<file path="config.mk">
export PLATFORM = sky130hd
export DESIGN_NAME = instruction_fetch
export DESIGN_NICKNAME = d
export VERILOG_FILES = /design/src/rtl/instruction_fetch.sv
export SDC_FILE = /design/constraint.sdc
export NUM_CORES = 1
export LEC_CHECK = 0
export BUFFER_PORTS_ARGS = -buffer_cell sky130_fd_sc_hd__clkbuf_2
export CELL_PAD_IN_SITES_DETAIL_PLACEMENT = 0
export CELL_PAD_IN_SITES_GLOBAL_PLACEMENT = 1
export CORE_ASPECT_RATIO = 1.2
export CORE_MARGIN = 2
export CORE_UTILIZATION = 41
export CTS_CLUSTER_DIAMETER = 150
export CTS_CLUSTER_SIZE = 8
export DETAILED_ROUTE_END_ITERATION = 10
export PLACE_DENSITY = 0.83
export SYNTH_ARGS = -nofsm -noshare
export SYNTH_HDL_FRONTEND = slang
export SYNTH_SLANG_ARGS = --single-unit
</file>
<file path="constraint.sdc">
create_clock -name clk -period 6.5 [get_ports clk]
set_input_delay 1.3 -clock clk [delete_from_list [all_inputs] [get_ports clk]]
set_output_delay 1.3 -clock clk [all_outputs]
set_load 0.01 [all_outputs]
</file>
<file path="src/rtl/instruction_fetch.sv">
// Fetch stage: owns the PC, reads a combinational instruction memory and hands
// registered {instruction, pc} pairs to decode over a valid/ready handshake.
module instruction_fetch #(
   parameter int ADDR_WIDTH  = 64,
   parameter int INSTR_WIDTH = 32,
   parameter logic [ADDR_WIDTH-1:0] RESET_PC = '0,
   parameter int IMEM_BYTES  = 128
) (
   input  logic                   clk,
   input  logic                   rst_n,
   output logic [ADDR_WIDTH-1:0]  read_address,
   input  logic [INSTR_WIDTH-1:0] instruction,
   input  logic                   branch_taken,
   input  logic [ADDR_WIDTH-1:0]  branch_target,
   output logic                   out_valid,
   input  logic                   out_ready,
   output logic [INSTR_WIDTH-1:0] out_instruction,
   output logic [ADDR_WIDTH-1:0]  out_pc,
   output logic                   halted,
   output logic                   fault,
   output logic [31:0]            fetch_count
);

   localparam logic [ADDR_WIDTH-1:0] LAST_PC = ADDR_WIDTH'(IMEM_BYTES - 4);

   typedef enum logic [1:0] {RUN, HALT, FAULT} state_t;

   state_t                 state, state_next;
   logic [ADDR_WIDTH-1:0]  pc, pc_next;
   logic [ADDR_WIDTH-1:0]  pc_plus4;
   logic                   out_valid_next;
   logic [INSTR_WIDTH-1:0] out_instruction_next;
   logic [ADDR_WIDTH-1:0]  out_pc_next;
   logic                   fault_next;
   logic [31:0]            fetch_count_next;
   logic                   accept;
   logic                   load;

   assign read_address = pc;
   assign pc_plus4     = pc + ADDR_WIDTH'(4);
   assign accept       = out_valid & out_ready;
   assign load         = (state == RUN) & (!out_valid | out_ready) & !branch_taken;
   assign halted       = (state == HALT) & !out_valid;

   always_ff @(posedge clk or negedge rst_n) begin
      if (!rst_n) begin
         state           <= RUN;
         pc              <= RESET_PC;
         out_valid       <= 1'b0;
         out_instruction <= '0;
         out_pc          <= '0;
         fault           <= 1'b0;
         fetch_count     <= '0;
      end else begin
         state           <= state_next;
         pc              <= pc_next;
         out_valid       <= out_valid_next;
         out_instruction <= out_instruction_next;
         out_pc          <= out_pc_next;
         fault           <= fault_next;
         fetch_count     <= fetch_count_next;
      end
   end

   always_comb begin
      state_next           = state;
      pc_next              = pc;
      out_valid_next       = out_valid;
      out_instruction_next = out_instruction;
      out_pc_next          = out_pc;
      fault_next           = fault;
      fetch_count_next     = fetch_count;

      // A taken branch squashes the held word, so it never counts as a handshake.
      if (accept && !branch_taken)
         fetch_count_next = fetch_count + 32'd1;

      if (state == FAULT) begin
         out_valid_next = 1'b0;
      end else if (branch_taken) begin
         out_valid_next = 1'b0;
         if (branch_target[1:0] == 2'b00) begin
            pc_next    = branch_target;
            state_next = (branch_target > LAST_PC) ? HALT : RUN;
         end else begin
            state_next = FAULT;
            fault_next = 1'b1;
         end
      end else if (load) begin
         out_instruction_next = instruction;
         out_pc_next          = pc;
         out_valid_next       = 1'b1;
         pc_next              = pc_plus4;
         if (pc_plus4 > LAST_PC)
            state_next = HALT;
      end else if (accept) begin
         out_valid_next = 1'b0;
      end
   end

endmodule

</file>
==> reports/results.ini, run 1 <==
[run_status]
status=finished, final reports clean

[clock_network]
cts_resized=0
cts_buffers=17
clk_latency_ns=0.45
root_buffer=clkbuf_16
cts_setup_buffers=0
clock_sinks=196
clkTransAtPathRegs_ns=0.08
holdBufCountCts=0
cts_buffer_depth=2
cts_tree=yes
htreeDepth=4

[synth]
synth_common_cells=nand2_1 (370), dfrtp_1 (196), clkbuf_1 (74), o21ai_0 (74), nor2_1 (69)
synth-seq-area-share=0.477
syn-cell-area_um2=10300
synthArstFlopShare=1.00
syn_avg_cell_area_um2=8.33
yosysMostFrequentCell=nand2_1
synth.area.top_cells=dfrtp_1 (48%), nand2_1 (14%), xnor2_1 (4.3%)
yosysTopAreaCell=dfrtp_1
syn_inst=1233
synth_fp_nets=1336
synth.top_cell.area_share=0.477
ys_types=63
synthFlopType=dfrtp_1
synth_edf_count=0
synth_warnings=0
ys_ff_latch=196

[timing]
setup_viol=0
skew_ns=0.0199
drv_slew=0
relSlewSlack=0.310
worstMarginPinSlew_ns=1.02
fin_crit_ns=3.99
max_freq_mhz=250
grt_setup_unrepaired=no
min_period_over_period=0.615
hold_ws_ns=0.470
finalHoldViolCount=0
setup_tns_ns=0

[die]
io-pin-count=295
die_w_um=149
start_util=0.416
coreArea_um2=24700
rows=63
die_y_um=177
dieArea_um2=26300

[placed_design]
hpwl_mm=24.8
place.gp.congestion=0.956
placedInstanceArea_um2=11900
io_buffers=294

[route]
drc=0
drt_iter0_markers=862
viasPerCell=5.57
firstDrtPassIters=5
wirelength_mm=34.7
num_vias=10100
routedWlPerCell_um=19.1
antenna_left=0

[worst_hold_path]
min_path_type=flop to flop
hold-path-cell-count=1
min_from=fetch_count[31]$_DFFE_PN0P_

[finish]
nets=1578
drive_gt1_frac=0.240
n_fill_cell=2363
fin_area_um2=12500
diodes=0
area_growth_syn_to_layout_pct=21.5

[power]
peakVddDrop_uv=197
total_leakage_power_uw=0.00617
fin_total_pwr_uw=5080
internal-power_uw=2900
p_sw_frac=0.430
power.switching_uw=2190
power_frac_seq=0.451
p_clk_frac=0.202
cellPowerDensity_nw_per_um2=407
comb_power_share=0.347

[critical_path]
cp_max_fo=96
rr_worst_depth=9
critPathKind=primary input to flop
rr_startpoint=read_address[3]$_DFFE_PN0P_
endpoint_kind=flop
path_cells=clkbuf_2 -> or4_4 -> buf_4 -> o21ai_0 -> a221o_1
crit_start=branch_taken
cp.arrival_ns=4.32
slowest_delay_ns=0.88
slowest_stage=buf_4
start_kind=primary input
required_ns=6.82

[global_routing]
grt_pass1_wl_mm=54.2
overflow=0
grt_max_degree=106
antenna_found_initial=0
grt_pass1_vias=9630
track_usage=0.264

[flow_run]
cap_violations=0

-- path summary, 6_finish.rpt --
path,to,slack [ns]
worst max-delay path,read_address[26]$_DFFE_PN0P_,2.51
worst min-delay path,fetch_count[31]$_DFFE_PN0P_,0.47
worst max register to register,state[0]$_DFFE_PN0P_,2.56
worst min register to register,fetch_count[31]$_DFFE_PN0P_,0.47
max in group asynchronous,state[0]$_DFFE_PN0P_,4.10
min in group asynchronous,out_pc[8]$_DFFE_PN0P_,0.95
-- registers in the layout, summed over array words and instances (netlist names) --
signal and count:
fault 1, out_valid 1, state 2, read_address 64
out_pc 64, fetch_count 32, out_instruction 32
-- logic make-up after synthesis --
family | share of synthesized area
adder cells (fa/ha/maj) | 0.00365
XOR/XNOR | 0.0529
AND/OR/NAND/NOR | 0.303
multiplexers | 0.00731
AO/OA/AOI/OAI | 0.119
buffers and inverters | 0.0371
flip-flops | 0.477
-- metrics by stage --
step,util,cells,setup WS [ns]
2_1_floorplan,-,1233,3.08
3_3_place_gp,0.484,1781,2.13
3_5_place_dp,0.484,1781,2.06
4_1_cts,0.506,1812,2.53
5_1_grt,0.506,1812,2.27
6_report,0.506,1812,2.51
-- cell type report --
class,count,area (µm²),share of cell area
Timing Repair Buffer,304,1560,0.125
Clock inverter,13,114,0.00912
Sequential cell,196,4900,0.393
Clock buffer,18,439,0.0352
Inverter,17,63.8,0.00511
Tap cell,325,407,0.0326
Multi-Input combinational cell,939,5000,0.401
-- layer usage --
layer / global-route usage / wire [µm] / vias up
li1: - / - / 4750
met1: 0.346 / 14500 / 4852
met2: 0.431 / 16600 / 425
met3: 0.0478 / 2410 / 73
met4: 0.108 / 1200 / 0
met5: 0 / 0 / -
-- power by group through the flow --
stage,combinational (µW),sequential (µW),clock [µW]
final,1760,2290,1030
after global routing,1980,2380,1090
after CTS,1780,2290,1050
after detailed placement,1780,2300,0
after global placement,1740,2300,0
after floorplan,965,2230,0
-- worst max-delay path: cells and delay by family --
family | cells | cell delay [ns]
and+or+nand+nor | 1 | 0.85
AOI/OAI and AO/OA | 2 | 0.54
buffers and inverters | 2 | 1.52
-- layout by cell type, fill, tap and decap left out, drive strengths merged, types with 3 or more instances in the layout --
cell and instances:
a211oi 3, a21oi 64, a221o 9, a22oi 4, a31oi 5, a32oi 5, and2 12, and3 26
and4 17, buf 10, clkbuf 312, clkinvlp 4, dfrtp 196, ha 3, inv 24, mux2 4
mux2i 3, nand2 370, nand2b 5, nand3 50, nand4 30, nor2 70, nor3 30, nor4 34
o2111ai 3, o21a 3, o21ai 76, o22ai 5, o311ai 5, o31ai 3, or2 3, or3 3
or4 6, xnor2 50, xor2 12
No activity file was read; power rests on OpenSTA's default activity.
==> inputs of run 2 (changes only) <==
--- a/config.mk
+++ b/config.mk
@@ -5,16 +5,17 @@
 export SDC_FILE = /design/constraint.sdc
 export NUM_CORES = 1
 export LEC_CHECK = 0
+export ABC_AREA = 1
 export BUFFER_PORTS_ARGS = -buffer_cell sky130_fd_sc_hd__clkbuf_2
 export CELL_PAD_IN_SITES_DETAIL_PLACEMENT = 0
 export CELL_PAD_IN_SITES_GLOBAL_PLACEMENT = 1
 export CORE_ASPECT_RATIO = 1.2
 export CORE_MARGIN = 2
-export CORE_UTILIZATION = 41
+export CORE_UTILIZATION = 38
 export CTS_CLUSTER_DIAMETER = 150
 export CTS_CLUSTER_SIZE = 8
 export DETAILED_ROUTE_END_ITERATION = 10
-export PLACE_DENSITY = 0.83
+export PLACE_DENSITY = 0.78
 export SYNTH_ARGS = -nofsm -noshare
 export SYNTH_HDL_FRONTEND = slang
 export SYNTH_SLANG_ARGS = --single-unit
==> constraint.sdc (replaced) <==
create_clock -name clk -period 3.9 [get_ports clk]
set_input_delay 0.78 -clock clk [delete_from_list [all_inputs] [get_ports clk]]
set_output_delay 0.78 -clock clk [all_outputs]
set_load 0.01 [all_outputs]
==> run 2 against run 1 <==
Die area increased by 8.5%. Combinational power increased by 100%. First-iteration DRC count decreased by 34%. Design area increased by 2.5%. Utilization decreased by 3.1 points. Worst setup slack got worse by 1.2 ns. Critical path depth increased by 8. Synthesized cell count increased by 10%. Via count increased by 0.75%. Count of clock-buffer cells in the layout increased by 2. Clock power increased by 72%. Critical path type is now flop to flop.
==> reports/results.ini, run 2 <==
[timing]
grt_setup_unrepaired=no  ; unchanged
setup_viol=0  ; unchanged
hold_ws_ns=0.283  ; was 0.470 ns
worstMarginPinSlew_ns=0.771  ; was 1.02 ns
drv_slew=0  ; unchanged
finalHoldViolCount=0  ; unchanged
max_freq_mhz=385
setup_ws_ns=1.31  ; was 2.51 ns
min_period_over_period=0.665
fin_crit_ns=2.59
relSlewSlack=0.486  ; was 0.310
setup_tns_ns=0  ; unchanged
skew_ns=0.0208  ; was 0.0199 ns

[synth]
syn_inst=1359  ; was 1233
synth.area.top_cells=dfrtp_1 (47%), nand2_1 (18%), nor2_1 (5.1%)  ; was dfrtp_1 (48%), nand2_1 (14%), xnor2_1 (4.3%)
synthFlopType=dfrtp_1  ; unchanged
yosysMostFrequentCell=nand2_1  ; unchanged
ys_types=38  ; was 63
synth_edf_count=0  ; unchanged
synth.top_cell.area_share=0.474  ; was 0.477
synth_warnings=0  ; unchanged
syn-cell-area_um2=10400  ; was 10300 µm²
synth-seq-area-share=0.474  ; was 0.477
yosysTopAreaCell=dfrtp_1  ; unchanged
synthArstFlopShare=1.00  ; unchanged
syn_avg_cell_area_um2=7.62  ; was 8.33 µm²
synth_common_cells=nand2_1 (496), dfrtp_1 (196), nor2_1 (141)  ; was nand2_1 (370), dfrtp_1 (196), clkbuf_1 (74), o21ai_0 (74), nor2_1 (69)
synth_fp_nets=1462  ; was 1336
ys_ff_latch=196  ; unchanged

[global_routing]
grt_pass1_wl_mm=54.7  ; was 54.2 mm
track_usage=0.246  ; was 0.264
antenna_found_initial=0  ; unchanged
grt_pass1_vias=9905  ; was 9630
overflow=0  ; unchanged
grt_max_degree=111  ; was 106

[die]
coreArea_um2=26900  ; was 24700 µm²
die_y_um=185  ; was 177 µm
dieArea_um2=28600  ; was 26300 µm²
rows=66  ; was 63
die_w_um=155  ; was 149 µm
start_util=0.385  ; was 0.416
io-pin-count=295  ; unchanged

[finish]
mostFrequentLayoutCells=nand2_1 (496), clkbuf_2 (293), dfrtp_1 (196)  ; was nand2_1 (370), clkbuf_2 (293), dfrtp_1 (196)
area_growth_syn_to_layout_pct=23.5  ; was 21.5%
n_fill_cell=2764  ; was 2363
nets=1748  ; was 1578
fin_area_um2=12800  ; was 12500 µm²
drive_gt1_frac=0.235  ; was 0.240
final_common_cell=nand2_1  ; unchanged

[clock_network]
cts_tree=yes  ; unchanged
cts_setup_buffers=0  ; unchanged
clk_latency_ns=0.47  ; was 0.45 ns
root_buffer=clkbuf_16  ; unchanged
clock_sinks=196  ; unchanged
cts_buffers=17  ; unchanged
cts_buffer_depth=2  ; unchanged
cts_resized=0  ; unchanged
htreeDepth=4  ; unchanged
holdBufCountCts=0  ; unchanged
clkTransAtPathRegs_ns=0.08  ; about the same

[critical_path]
critPathKind=flop to flop  ; was primary input to flop
endpoint_kind=flop  ; unchanged
rr_startpoint=read_address[17]$_DFFE_PN0P_  ; was read_address[3]$_DFFE_PN0P_
rr_worst_depth=13  ; was 9
r2r_end=state[0]$_DFFE_PN0P_  ; unchanged
reg2reg_slack_ns=1.31  ; was 2.56 ns
path_cells=nand2_1 -> nor2_1 -> nand2_1 -> nor2_2 -> nand2_1 -> nor2_1 -> nand3_1 -> xor2_1 -> nand2_1 -> nor2_1 -> nand3_2 -> nand3_1 -> nand2_1  ; was clkbuf_2 -> or4_4 -> buf_4 -> o21ai_0 -> a221o_1
required_ns=4.27  ; was 6.82 ns
crit_top_cell=nand2_1
cp.arrival_ns=2.96  ; was 4.32 ns
start_kind=flop  ; was primary input
cp_max_fo=5  ; was 96
slowest_stage=dfrtp_1  ; was buf_4
slowest_delay_ns=0.50  ; was 0.88 ns

[placed_design]
hpwl_mm=27.7  ; was 24.8 mm
io_buffers=294  ; unchanged
place.gp.congestion=0.924  ; was 0.956
post-place-ws_ns=1.17  ; was 2.06 ns
placedInstanceArea_um2=12200  ; was 11900 µm²

[route]
antenna_left=0  ; unchanged
routedWlPerCell_um=17.6  ; was 19.1 µm
drc=0  ; unchanged
num_vias=10200  ; was 10100
wirelength_mm=35.1  ; was 34.7 mm
firstDrtPassIters=7  ; was 5
drt_iter0_markers=567  ; was 862
viasPerCell=5.09  ; was 5.57

[power]
cellPowerDensity_nw_per_um2=690  ; was 407 nW/µm²
total_leakage_power_uw=0.00658  ; was 0.00617 µW
peakVddDrop_uv=334  ; was 197 µV

[run_status]
status=finished, final reports clean  ; unchanged

[flow_run]
cap_violations=0  ; unchanged

[worst_hold_path]
min_path_type=primary input to asynchronous set/reset pin  ; was flop to flop

==> run 2: kinds of logic (layout without fill, tap and decap cells) <==
group | Yosys count | in the layout | synth area share
xor+xnor | 42 | 42 | 0.0355
other cells | 0 | 1 | 0
flops | 196 | 196 | 0.474
buf+inv | 186 | 484 | 0.0693
fa+ha+maj | 3 | 3 | 0.00362
compound gates | 146 | 146 | 0.0913
simple gates | 786 | 786 | 0.327
==> run 2: cell type report <==
class,count,area [µm²],area share
Tap cell,340,425,0.0333
Antenna cell,1,2.50,0.000196
Sequential cell,196,4900,0.383
Inverter,147,562,0.0439
Clock buffer,20,457,0.0357
Multi-Input combinational cell,977,4750,0.371
Clock inverter,11,106,0.00831
Timing Repair Buffer,306,1580,0.124
==> run 2: report_power, final <==
part	total [µW]	switching, µW	internal [µW]
Combinational	3570	2310	1250
Clock	1770	892	878
Sequential	3490	738	2750
==> run 2: per-stage QoR <==
step	utilization	power, µW	instances
3_3_place_gp	0.454	7080	1966
4_1_cts	0.475	8910	1997
3_5_place_dp	0.454	7120	1966
5_1_grt	0.475	9490	1997
2_1_floorplan	-	5430	1359
6_report	0.475	8830	1998
==> run 2: worst max path at each step <==
stage	slack, ns	startpoint	cells past startpoint	endpoint
floorplan	1.59	branch_taken	13	fetch_count[31]$_DFFE_PN0P_
global placement	1.19	branch_taken	9	read_address[36]$_DFFE_PN0P_
detailed placement	1.17	branch_taken	9	read_address[36]$_DFFE_PN0P_
CTS	1.29	read_address[17]$_DFFE_PN0P_	13	state[0]$_DFFE_PN0P_
global route	1.07	read_address[23]$_DFFE_PN0P_	14	state[0]$_DFFE_PN0P_
finish	1.31	read_address[17]$_DFFE_PN0P_	13	state[0]$_DFFE_PN0P_
==> run 2: critical path, delay by kind of cell, from the launching register on <==
family	cells	cell delay [ns]
and+or+nand+nor	12	1.75
DFF	1	0.50
xor gates and xnor gates	1	0.26
==> run 2: layer usage <==
layer  vias to the layer above  track usage  wire, µm
met4                         0       0.0889      1050
met3                        58       0.0393      1720
met1                      4812        0.320     15200
met5                         -            0         0
li1                       4963            -         -
met2                       343        0.416     17200
==> inputs of run 3 (changes only) <==
--- a/config.mk
+++ b/config.mk
@@ -5,17 +5,17 @@
 export SDC_FILE = /design/constraint.sdc
 export NUM_CORES = 1
 export LEC_CHECK = 0
-export ABC_AREA = 1
+export ABC_AREA = 0
 export BUFFER_PORTS_ARGS = -buffer_cell sky130_fd_sc_hd__clkbuf_2
 export CELL_PAD_IN_SITES_DETAIL_PLACEMENT = 0
 export CELL_PAD_IN_SITES_GLOBAL_PLACEMENT = 1
 export CORE_ASPECT_RATIO = 1.2
 export CORE_MARGIN = 2
-export CORE_UTILIZATION = 38
+export CORE_UTILIZATION = 35
 export CTS_CLUSTER_DIAMETER = 150
 export CTS_CLUSTER_SIZE = 8
 export DETAILED_ROUTE_END_ITERATION = 10
-export PLACE_DENSITY = 0.78
+export PLACE_DENSITY = 0.75
 export SYNTH_ARGS = -nofsm -noshare
 export SYNTH_HDL_FRONTEND = slang
 export SYNTH_SLANG_ARGS = --single-unit
==> constraint.sdc (replaced) <==
create_clock -name clk -period 2.2 [get_ports clk]
set_input_delay 0.44 -clock clk [delete_from_list [all_inputs] [get_ports clk]]
set_output_delay 0.44 -clock clk [all_outputs]
set_load 0.01 [all_outputs]
==> run 3 against run 2 <==
The flow now finishes with violations (setup timing). Via count grew 11%. Power grew 100%. Sequential share of layout area shrank 6.9 points. First-iteration DRC count grew 52%. Final cell count grew 8.1%. Register-to-register slack lost 1.9 ns. Non-clock buffer count grew 286. Highest routed layer unchanged. Flip-flop and latch count is the same. Critical endpoint unchanged. Worst hold slack lost 0.11 ns. Critical path depth shrank 1. Utilization grew 6.7 points.
==> reports/results.ini, run 3 (synthesis results as in run 1) <==
[critical_path]
cp.arrival_ns=3.13  ; was 2.96 ns
crit_start=read_address[10]$_DFFE_PN0P_  ; was read_address[17]$_DFFE_PN0P_
rr_startpoint=read_address[10]$_DFFE_PN0P_  ; was read_address[17]$_DFFE_PN0P_
cp_max_fo=7  ; was 5
rr_worst_depth=12  ; was 13
required_ns=2.54  ; was 4.27 ns
critPathKind=flop to flop  ; unchanged
r2r_end=state[0]$_DFFE_PN0P_  ; unchanged
reg2reg_slack_ns=-0.59  ; was 1.31 ns
start_kind=flop  ; unchanged
endpoint_kind=flop  ; unchanged
crit_end=state[0]$_DFFE_PN0P_  ; unchanged

[route]
antenna_left=0  ; unchanged
viasPerCell=5.23  ; was 5.09
drc=0  ; unchanged
wirelength_mm=41.8  ; was 35.1 mm
num_vias=11300  ; was 10200
drt_iter0_markers=861  ; was 567
firstDrtPassIters=5  ; was 7
routedWlPerCell_um=19.3  ; was 17.6 µm

[die]
dieArea_um2=30700  ; was 28600 µm²
die_w_um=160  ; was 155 µm
coreArea_um2=28800  ; was 26900 µm²
die_y_um=192  ; was 185 µm
start_util=0.356  ; was 0.385
rows=68  ; was 66
io-pin-count=295  ; unchanged

[global_routing]
grt_pass1_wl_mm=64.8  ; was 54.7 mm
overflow=0  ; unchanged
grt_max_degree=62  ; was 111
antenna_found_initial=0  ; unchanged
track_usage=0.273  ; was 0.246
grt_pass1_vias=11400  ; was 9905

[timing]
drv_slew=0  ; unchanged
relSlewSlack=0.657  ; was 0.486
grt_setup_unrepaired=yes  ; was no
min_period_over_period=1.27  ; was 0.665
setup_ws_ns=-0.588  ; was 1.31 ns
max_freq_mhz=359  ; was 385 MHz
finalHoldViolCount=0  ; unchanged
setup_viol=18  ; was 0
fin_crit_ns=2.79  ; was 2.59 ns
worstMarginPinSlew_ns=0.510  ; was 0.771 ns
setup_tns_ns=-2.91  ; was 0 ns
skew_ns=0.0162  ; was 0.0208 ns

[clock_network]
cts_tree=yes  ; unchanged
cts_buffers=17  ; unchanged
root_buffer=clkbuf_16  ; unchanged
cts_buffer_depth=2  ; unchanged
clk_latency_ns=0.46  ; was 0.47 ns
clock_sinks=196  ; unchanged
clkTransAtPathRegs_ns=0.08  ; about the same
htreeDepth=4  ; unchanged

[power]
total_leakage_power_uw=0.00794  ; was 0.00658 µW
cellPowerDensity_nw_per_um2=1130  ; was 690 nW/µm²
peakVddDrop_uv=615  ; was 334 µV

[finish]
mostFrequentLayoutCells=nand2_1 (364), clkbuf_2 (293), buf_4 (260)  ; was nand2_1 (496), clkbuf_2 (293), dfrtp_1 (196)
nets=1866  ; was 1748
final_common_cell=nand2_1  ; unchanged
area_growth_syn_to_layout_pct=52.1  ; was 23.5%
diodes=0  ; was 1
fin_util=0.542  ; was 0.475
n_fill_cell=2748  ; was 2764
fin_cells=2160  ; was 1998
drive_gt1_frac=0.412  ; was 0.235

[placed_design]
hpwl_mm=31.5  ; was 27.7 mm
place.gp.congestion=0.969  ; was 0.924
post-place-ws_ns=-0.957  ; was 1.17 ns
io_buffers=294  ; unchanged
dp.cells=2089  ; was 1966

[run_status]
violations=setup timing
status=finished with violations  ; was finished, final reports clean

[flow_run]
cap_violations=0  ; unchanged

[worst_hold_path]
min_from=instruction[3]
min_path_type=primary input to flop  ; was primary input to asynchronous set/reset pin

## run 3: through the flow
| step | area [µm²] | power (µW) | hold slack [ns] |
|---|---|---|---|
| floorplan | 10400 | 9590 | 0.144 |
| global placement | 14100 | 13800 | 0.443 |
| detailed placement | 14100 | 13800 | 0.445 |
| CTS | 15200 | 17500 | 0.158 |
| global route | 15600 | 18800 | 0.171 |
| finish | 15600 | 17700 | 0.175 |
## run 3: how the worst min path moves through the flow
stage,endpoint,depth (start not counted)
6_report,out_instruction[3]$_DFFE_PN0P_,3
3_5_place_dp,out_pc[4]$_DFFE_PN0P_,1
5_1_grt,out_instruction[23]$_DFFE_PN0P_,3
2_1_floorplan,fault$_DFFE_PN0P_,0
4_1_cts,out_instruction[3]$_DFFE_PN0P_,3
3_3_place_gp,out_pc[4]$_DFFE_PN0P_,1
## run 3: cell type report
| type | instances | area [µm²] | area share |
|---|---|---|---|
| Timing Repair Buffer | 592 | 3950 | 0.252 |
| Sequential cell | 196 | 4910 | 0.314 |
| Clock buffer | 19 | 443 | 0.0283 |
| Tap cell | 385 | 482 | 0.0308 |
| Multi-Input combinational cell | 939 | 5630 | 0.360 |
| Inverter | 17 | 63.8 | 0.00408 |
| Clock inverter | 12 | 150 | 0.00961 |
## run 3: repair_timing
| item | in CTS | in global routing |
|---|---|---|
| pin swaps | 36 | 46 |
| endpoints found under the hold margin | 48 | 0 |
| hold buffers | 1 | 0 |
| resized for setup | 92 | 72 |
| buffers inserted | 32 | 18 |
| setup endpoints to repair | 30 | 46 |
## run 3: routing by layer
layer / vias up / track usage / share of wire
met5: - / 0 / 0
met4: 0 / 0.106 / 0.034
met3: 75 / 0.0464 / 0.051
met2: 377 / 0.472 / 0.50
met1: 5514 / 0.340 / 0.42
li1: 5326 / - / -
## run 3: critical path, stage by stage, from the launching register on
cell,delay [ns]
dfrtp_1,0.37
buf_6,0.14
nand4_1,0.13
buf_4,0.18
nor3_4,0.21
nand2_2,0.13
nor4_4,0.34
buf_4,0.20
mux2i_1,0.07
o21ai_1,0.19
buf_4,0.17
o211ai_1,0.11
o41a_1,0.43
## run 3: where the power goes
group          switching (µW)  leakage [µW]  internal (µW)
Clock                    1540      0.000277           1730
Sequential                975       0.00251           4940
Combinational            4780       0.00515           3720
Total                    7300       0.00794          10400
